$ cat src/rtl/rr_merge8_if.sv
// Handshake bundle between two byte producers, the round-robin merge stage
// and its downstream consumer. The master side drives producer data/valids
// and the consumer ready; the slave side is the merge stage itself.
interface rr_merge8_if #(
  parameter int WIDTH = 8
);
  logic [WIDTH-1:0] a;
  logic             a_valid;
  logic             a_ready;
  logic [WIDTH-1:0] b;
  logic             b_valid;
  logic             b_ready;
  logic             s;
  logic [WIDTH-1:0] y;
  logic             y_valid;
  logic             y_ready;
  logic             y_src;

  modport master (
    output a, a_valid, b, b_valid, y_ready,
    input  a_ready, b_ready, s, y, y_valid, y_src
  );

  modport slave (
    input  a, a_valid, b, b_valid, y_ready,
    output a_ready, b_ready, s, y, y_valid, y_src
  );
endinterface

$ cat src/rtl/rr_merge8.sv
// Two-input round-robin merge with a one-entry registered output buffer.
// The grant select s also steers the downstream 2:1 byte mux. A full buffer
// can drain and refill in the same cycle, so throughput is one byte per clock.
module rr_merge8 #(
  parameter int WIDTH = 8
) (
  input  logic         clk,
  input  logic         rst,
  rr_merge8_if.slave   io
);

  typedef enum logic {
    EMPTY = 1'b0,
    FULL  = 1'b1
  } state_t;

  state_t           state_q;
  state_t           state_d;
  logic             prio_q;
  logic [WIDTH-1:0] y_p1;
  logic             src_p1;

  logic             can_take;
  logic             grant_a;
  logic             grant_b;
  logic             sel;
  logic             xfer;
  logic [WIDTH-1:0] win_data;

  // Byte chosen by the grant; the same select drives the external mux.
  function automatic logic [WIDTH-1:0] pick(input logic s_in,
                                            input logic [WIDTH-1:0] d_a,
                                            input logic [WIDTH-1:0] d_b);
    return s_in ? d_b : d_a;
  endfunction

  // Arbitration: a lone requester always wins, a tie goes to the side prio
  // names, and with no requester the select simply parks on prio.
  always_comb begin
    grant_a  = 1'b0;
    grant_b  = 1'b0;
    sel      = prio_q;
    if (io.a_valid && io.b_valid) begin
      grant_a = ~prio_q;
      grant_b = prio_q;
      sel     = prio_q;
    end else if (io.a_valid) begin
      grant_a = 1'b1;
      sel     = 1'b0;
    end else if (io.b_valid) begin
      grant_b = 1'b1;
      sel     = 1'b1;
    end
    // rst gates the readies so nothing is accepted while reset is held.
    can_take = ((state_q == EMPTY) || io.y_ready) && !rst;
    xfer     = can_take && (grant_a || grant_b);
    win_data = pick(sel, io.a, io.b);
  end

  assign io.a_ready = can_take & grant_a;
  assign io.b_ready = can_take & grant_b;
  assign io.s       = sel;
  assign io.y       = y_p1;
  assign io.y_src   = src_p1;
  assign io.y_valid = (state_q == FULL);

  // Buffer occupancy: fill on any transfer, empty when drained with no refill.
  always_comb begin
    state_d = state_q;
    case (state_q)
      EMPTY: if (xfer) state_d = FULL;
      FULL:  if (io.y_ready && !xfer) state_d = EMPTY;
      default: state_d = EMPTY;
    endcase
  end

  // Occupancy state and round-robin pointer; the pointer turns away from
  // whichever side won the last transfer, even an uncontested one.
  always_ff @(posedge clk) begin
    if (rst) begin
      state_q <= EMPTY;
      prio_q  <= 1'b0;
    end else begin
      state_q <= state_d;
      if (xfer) prio_q <= ~sel;
    end
  end

  // ---- stage p1: output buffer, held bit-stable while not refilled ----
  // Reset clears the byte too, so a value stuck under backpressure is dropped.
  always_ff @(posedge clk) begin
    if (rst) begin
      y_p1   <= '0;
      src_p1 <= 1'b0;
    end else if (xfer) begin
      y_p1   <= win_data;
      src_p1 <= sel;
    end
  end

endmodule

$ cat src/flat_wrapper.sv
// flat-port wrapper written by rule: the top's interface ports become plain ports
module rr_merge8_flat 
#(
  parameter int WIDTH = 8
)
  (clk, rst, io_a, io_a_valid, io_b, io_b_valid, io_y_ready, io_a_ready, io_b_ready, io_s, io_y, io_y_valid, io_y_src);
  rr_merge8_if #(.WIDTH(WIDTH)) io_i ();
  input  logic clk;
  input  logic rst;
  input wire logic [$bits(io_i.a)-1:0] io_a;
  input wire logic [$bits(io_i.a_valid)-1:0] io_a_valid;
  input wire logic [$bits(io_i.b)-1:0] io_b;
  input wire logic [$bits(io_i.b_valid)-1:0] io_b_valid;
  input wire logic [$bits(io_i.y_ready)-1:0] io_y_ready;
  output wire logic [$bits(io_i.a_ready)-1:0] io_a_ready;
  output wire logic [$bits(io_i.b_ready)-1:0] io_b_ready;
  output wire logic [$bits(io_i.s)-1:0] io_s;
  output wire logic [$bits(io_i.y)-1:0] io_y;
  output wire logic [$bits(io_i.y_valid)-1:0] io_y_valid;
  output wire logic [$bits(io_i.y_src)-1:0] io_y_src;
  assign io_i.a = io_a;
  assign io_i.a_valid = io_a_valid;
  assign io_i.b = io_b;
  assign io_i.b_valid = io_b_valid;
  assign io_i.y_ready = io_y_ready;
  assign io_a_ready = io_i.a_ready;
  assign io_b_ready = io_i.b_ready;
  assign io_s = io_i.s;
  assign io_y = io_i.y;
  assign io_y_valid = io_i.y_valid;
  assign io_y_src = io_i.y_src;
  rr_merge8 #(.WIDTH(WIDTH)) u_core (.clk(clk), .rst(rst), .io(io_i));
endmodule
$ cat config.mk
export PLATFORM = sky130hd
export DESIGN_NAME = rr_merge8_flat
export DESIGN_NICKNAME = d
export VERILOG_FILES = /design/src/rtl/rr_merge8_if.sv /design/src/rtl/rr_merge8.sv /design/src/flat_wrapper.sv
export SDC_FILE = /design/constraint.sdc
export NUM_CORES = 1
export LEC_CHECK = 0
export ABC_CLOCK_PERIOD_IN_PS = 1100
export CORE_MARGIN = 2
export CORE_UTILIZATION = 30
export CTS_CLUSTER_SIZE = 30
export DETAILED_ROUTE_END_ITERATION = 10
export GPL_TIMING_DRIVEN = 1
export PLACE_DENSITY = 0.75
export SLEW_MARGIN = 20
export SYNTH_ARGS = -nofsm -noshare
export SYNTH_HDL_FRONTEND = slang
export SYNTH_SLANG_ARGS = --single-unit
$ cat constraint.sdc
create_clock -name clk -period 1.1 [get_ports clk]
set_input_delay 0.165 -clock clk [delete_from_list [all_inputs] [get_ports clk]]
set_output_delay 0.165 -clock clk [all_outputs]
set_load 0.01 [all_outputs]
Yosys cells after proc, flatten, opt, wreduce, memory -nomap -nowiden
Index checks and enable logic that the tools add are counted. W data, S select, Z words.

Bits in registers: 11. Bits in latches: 0. RAM bits: 0. Bits in read-only memories: 0. Output and inout port bits: 13. Logic and storage cells: 29. Memories kept: 0.

$add $sub $neg: 0. Multiply operators: 0. Divide/modulo/power cells: 0. Magnitude comparators: 0. Eq/ne operators: 0. Shift operators: 0. Mux-type cells: 12. Bitwise gates (word level): 5. Reduce and logical (&&, ||, !) cells: 8.

Operators with widths (count): $mux W1 (10); $mux W8 (1); $logic_and A1 B1 Y1 (4); $not A1 Y1 (3); $and A1 B1 Y1 (2); $logic_not A1 Y1 (2); $logic_or A1 B1 Y1 (2); $pmux W1 S2 (1).

Longest topological paths before layout
Word-level depth: 9. Depth in mapped cells: 4. Mapped depth without buffers: 3.

Worst setup path before layout
Ideal clock, no wire load.

Kind: reg-to-reg. From: register u_core.state_q, in the netlist u_core.io.y_valid. To: register u_core.y_p1[0], in the netlist u_core.io.y[0]. Data arrival time: 0.903 ns. Data required time: 0.961 ns. Slack: 0.057 ns. Stages on the path, launching flop included: 4. Path buffers: 0. Clock period less this slack: 1.043 ns. Path through: dfxtp_1 > and2b_1 > o21bai_2 > o221ai_1.

Longest elaborated chain between the ends: 4.

RTL lines: start, declared (RTL line rr_merge8.sv:17) `state_t state_q;`; start signal, assigned (RTL line rr_merge8.sv:84) `state_q <= state_d;`; $not A1 Y1 (RTL line rr_merge8.sv:55) `can_take = ((state_q == EMPTY) || io.y_ready) && !rst;`; $logic_or A1 B1 Y1 (RTL line rr_merge8.sv:55); $logic_and A1 B1 Y1 (RTL line rr_merge8.sv:55); $logic_and A1 B1 Y1 (RTL line rr_merge8.sv:56) `xfer = can_take && (grant_a || grant_b);`; end signal, assigned (RTL line rr_merge8.sv:96) `y_p1 <= win_data;`; end, declared (RTL line rr_merge8.sv:20) `logic [WIDTH-1:0] y_p1;`.

No other way between the ends. A chain may end at the register's enable or synchronous reset.

Final worst setup path
From: register u_core.prio_q. To: output io_b_ready.

Longest elaborated chain between the ends: 2.

RTL lines: start, declared (RTL line rr_merge8.sv:19) `logic prio_q;`; start signal, assigned (RTL line rr_merge8.sv:85) `if (xfer) prio_q <= ~sel;`; $mux W1 (RTL line rr_merge8.sv:43) `if (io.a_valid && io.b_valid) begin`; $and A1 B1 Y1 (RTL line rr_merge8.sv:61) `assign io.b_ready = can_take & grant_b;`; end, declared (RTL line flat_wrapper.sv:16) `output wire logic [$bits(io_i.b_ready)-1:0] io_b_ready;`.

No other way between the ends.

==> impl_metrics.csv <==
group,metric,value,unit
run_status,status,"complete, but fails checks",
run_status,failed_checks,"setup timing",
routing,wl_per_cell,11.8,um
cells_and_area,design_area,1100,um2
sta,fin_crit,1.28,ns
setup_path,crit_arrival,1.11,ns
power_and_ir_drop,powerDensity,979,nW/um2
floorplan,core,1730,um2
power_and_ir_drop,p_leak,0.000506,uW
cts,cts_inserted_buffers,3,
sta,hold_violations,0,
cells_and_area,insertedDiodeCount,0,
setup_path,required,0.94,ns
synth,syn_area,551,um2
floorplan,die_width,46.8,um
synth,synthCells,63,
floorplan,die-area,2190,um2
cts,holdBufCountCts,0,
setup_path,cp-end-kind,"output port",
routing,first_pass_iters,2,
power_and_ir_drop,power,1080,uW
cts,cts.clk_slew.worst_paths,0.07,ns
synth,synth_area_per_cell,8.74,um2
synth,ys_warn_count,0,
routing,detail-route-antenna-nets,0,
floorplan,num_rows,15,
cells_and_area,nets,133,
synth,yosysUniqueCellTypes,19,
global_route,grt_max_degree,12,
synth,ys_seq_area_frac,0.400,
sta,skew,0.00124,ns
sta,tightest_slew,0.255,ns
global_route,grt_pass1_wl,2.46,mm
sta,fin_crit_sh,1.16,
cts,worst_skew_pair.late_latency,0.26,ns
cts,root_buffer,"clkbuf_4",
synth,syn-num-nets,84,
sta,slew_viol_final,0,
sta,max_freq,0.784,GHz
routing,drt_wl_total,1.61,mm
setup_path,startpoint_type,"flip-flop",
floorplan,ios,34,
cells_and_area,multi_input_area,323,um2
floorplan,fp.dieH,46.8,um
global_route,antenna_found_initial,0,
sta,rsz0062_at_grt,"yes",
placement,routabilityCongestion,0.749,
global_route,track_usage,0.158,
routing,viasPerCell,4.69,
global_route,gr-total-overflow,0,
placement,dpl.hpwl,1.14,mm
cells_and_area,n_fill_cell,135,
routing,num_vias,638,
global_route,grt_pass1_vias,581,
cts,htreeDepth,1,
cells_and_area,layout-drive-gt1-share,0.378,
routing,drt_iter0_drc,11,
cells_and_area,regArea,223,um2
routing,drc,0,
cts,clkSinkCount,11,
flow_run,cap_violations,0,
cts,cts_buffer_depth,2,
setup_path,crit_type,"flip-flop to output port",
setup_path,path_max_fanout,4,
synth,synth_seq_cells,11,
placement,portBuffers,33,
sta,max-slew-margin-rel,0.829,
cts,cts_tree,"built",
sta,setup_viol,11,
power_and_ir_drop,peakVddDrop,441,uV
floorplan,initial_core_util,0.319,
hold_path,hp-class,"input pin to flip-flop",
placement,place_ws,-0.658,ns
sta,timing.final.ws_setup,-0.175,ns
cells_and_area,area_delta_synth_final,100,%
placement,place_area,977,um2
critical path, stage by stage, from the launching register on:
cell and delay [ns]:
dfxtp_2 0.34, or2b_4 0.26, nand4b_4 0.09, inv_2 0.04, buf_6 0.11
path summary, 6_finish.rpt:
| kind | from | endpoint | slack (ns) | cells past startpoint |
|---|---|---|---|---|
| max | u_core.prio_q | io_b_ready | -0.18 | 4 |
| min | rst | u_core.io.y_src | 0.40 | 3 |
| max reg2reg | u_core.io.y_valid | u_core.io.y[6] | -0.04 | 5 |
| min reg2reg | u_core.io.y_src | u_core.io.y_src | 0.47 | 2 |
synthesized netlist by cell type, drive strengths merged:
cell type / n / area [um2]
and3: 1 / 6.26
nand4b: 1 / 23.8
a21oi: 4 / 23.8
o21bai: 1 / 11.3
or2b: 1 / 11.3
dfxtp: 11 / 220
maj3: 1 / 10.0
nand4: 8 / 50.1
and2b: 1 / 7.51
buf: 3 / 17.5
a311oi: 1 / 8.76
nor2: 1 / 3.75
inv: 18 / 67.6
nand2b: 1 / 8.76
nand3: 1 / 5.00
o221ai: 8 / 70.1
o21ai: 1 / 5.00
state kept, by name, indices dropped and copies added, names as in the netlist:
signal	flops
u_core.io.y	8
u_core.io.y_src	1
u_core.io.y_valid	1
u_core.prio_q	1
through the flow:
step                      utilization  hold WS [ns]  TNS (ns)  std cells
after global placement          0.566         0.473     -6.09        129
after global routing            0.639         0.418     -1.17        136
after floorplan                     -         0.234         0         63
final                           0.639         0.401    -0.592        136
after CTS                       0.635         0.376    -0.631        136
after detailed placement        0.566         0.474     -6.43        129
layout by cell type, fill, tap and decap left out:
cell | synthesis | layout
a21oi_1 | 3 | 2
a21oi_2 | 1 | 2
a311oi_1 | 1 | 1
and2b_2 | 0 | 1
and3_4 | 0 | 1
buf_2 | 2 | 1
buf_4 | 1 | 10
buf_6 | 0 | 7
clkbuf_1 | 0 | 1
clkbuf_4 | 0 | 3
clkdlybuf4s50_1 | 0 | 16
dfxtp_1 | 11 | 9
dfxtp_2 | 0 | 2
dlygate4sd2_1 | 0 | 13
inv_1 | 18 | 17
inv_2 | 0 | 1
maj3_2 | 0 | 1
nand2b_4 | 0 | 1
nand3_1 | 1 | 1
nand4_1 | 8 | 8
nand4b_4 | 1 | 1
nor2_1 | 1 | 1
o21ai_2 | 0 | 1
o21bai_4 | 0 | 1
o221ai_2 | 0 | 8
or2b_4 | 1 | 1
cell families after synthesis:
| family | count (synthesis) | share of synthesized area |
|---|---|---|
| AOI/OAI and AO/OA | 15 | 0.216 |
| adders and majority gates | 1 | 0.0182 |
| buffers and inverters | 21 | 0.155 |
| DFF | 11 | 0.400 |
| and+or+nand+nor | 15 | 0.211 |
layer usage:
metal | wire (um) | GRT usage
met1 | 710 | 0.186
met2 | 744 | 0.271
met3 | 145 | 0.0308
met4 | 9 | 0.0833
met5 | 0 | 0
repair_timing:
item,CTS,global route
gates resized for setup,53,2
endpoints found under the setup margin,21,12
pin swaps,12,1
buffers inserted,3,0
power by group:
part / leakage, uW / internal (uW) / switching (uW) / total (uW)
clock network: 0.0000150 / 140 / 138 / 278
logic: 0.000400 / 203 / 145 / 348
registers: 0.0000915 / 434 / 19.9 / 454
total: 0.000506 / 777 / 303 / 1080
area by class of cell:
class                           instances  area share
Inverter                               18      0.0612
Sequential cell                        11       0.202
Clock buffer                            4      0.0238
Multi-Input combinational cell         31       0.293
Timing Repair Buffer                   47       0.392
Tap cell                               25      0.0283
Note: power is estimated with default switching activity, not from simulation.
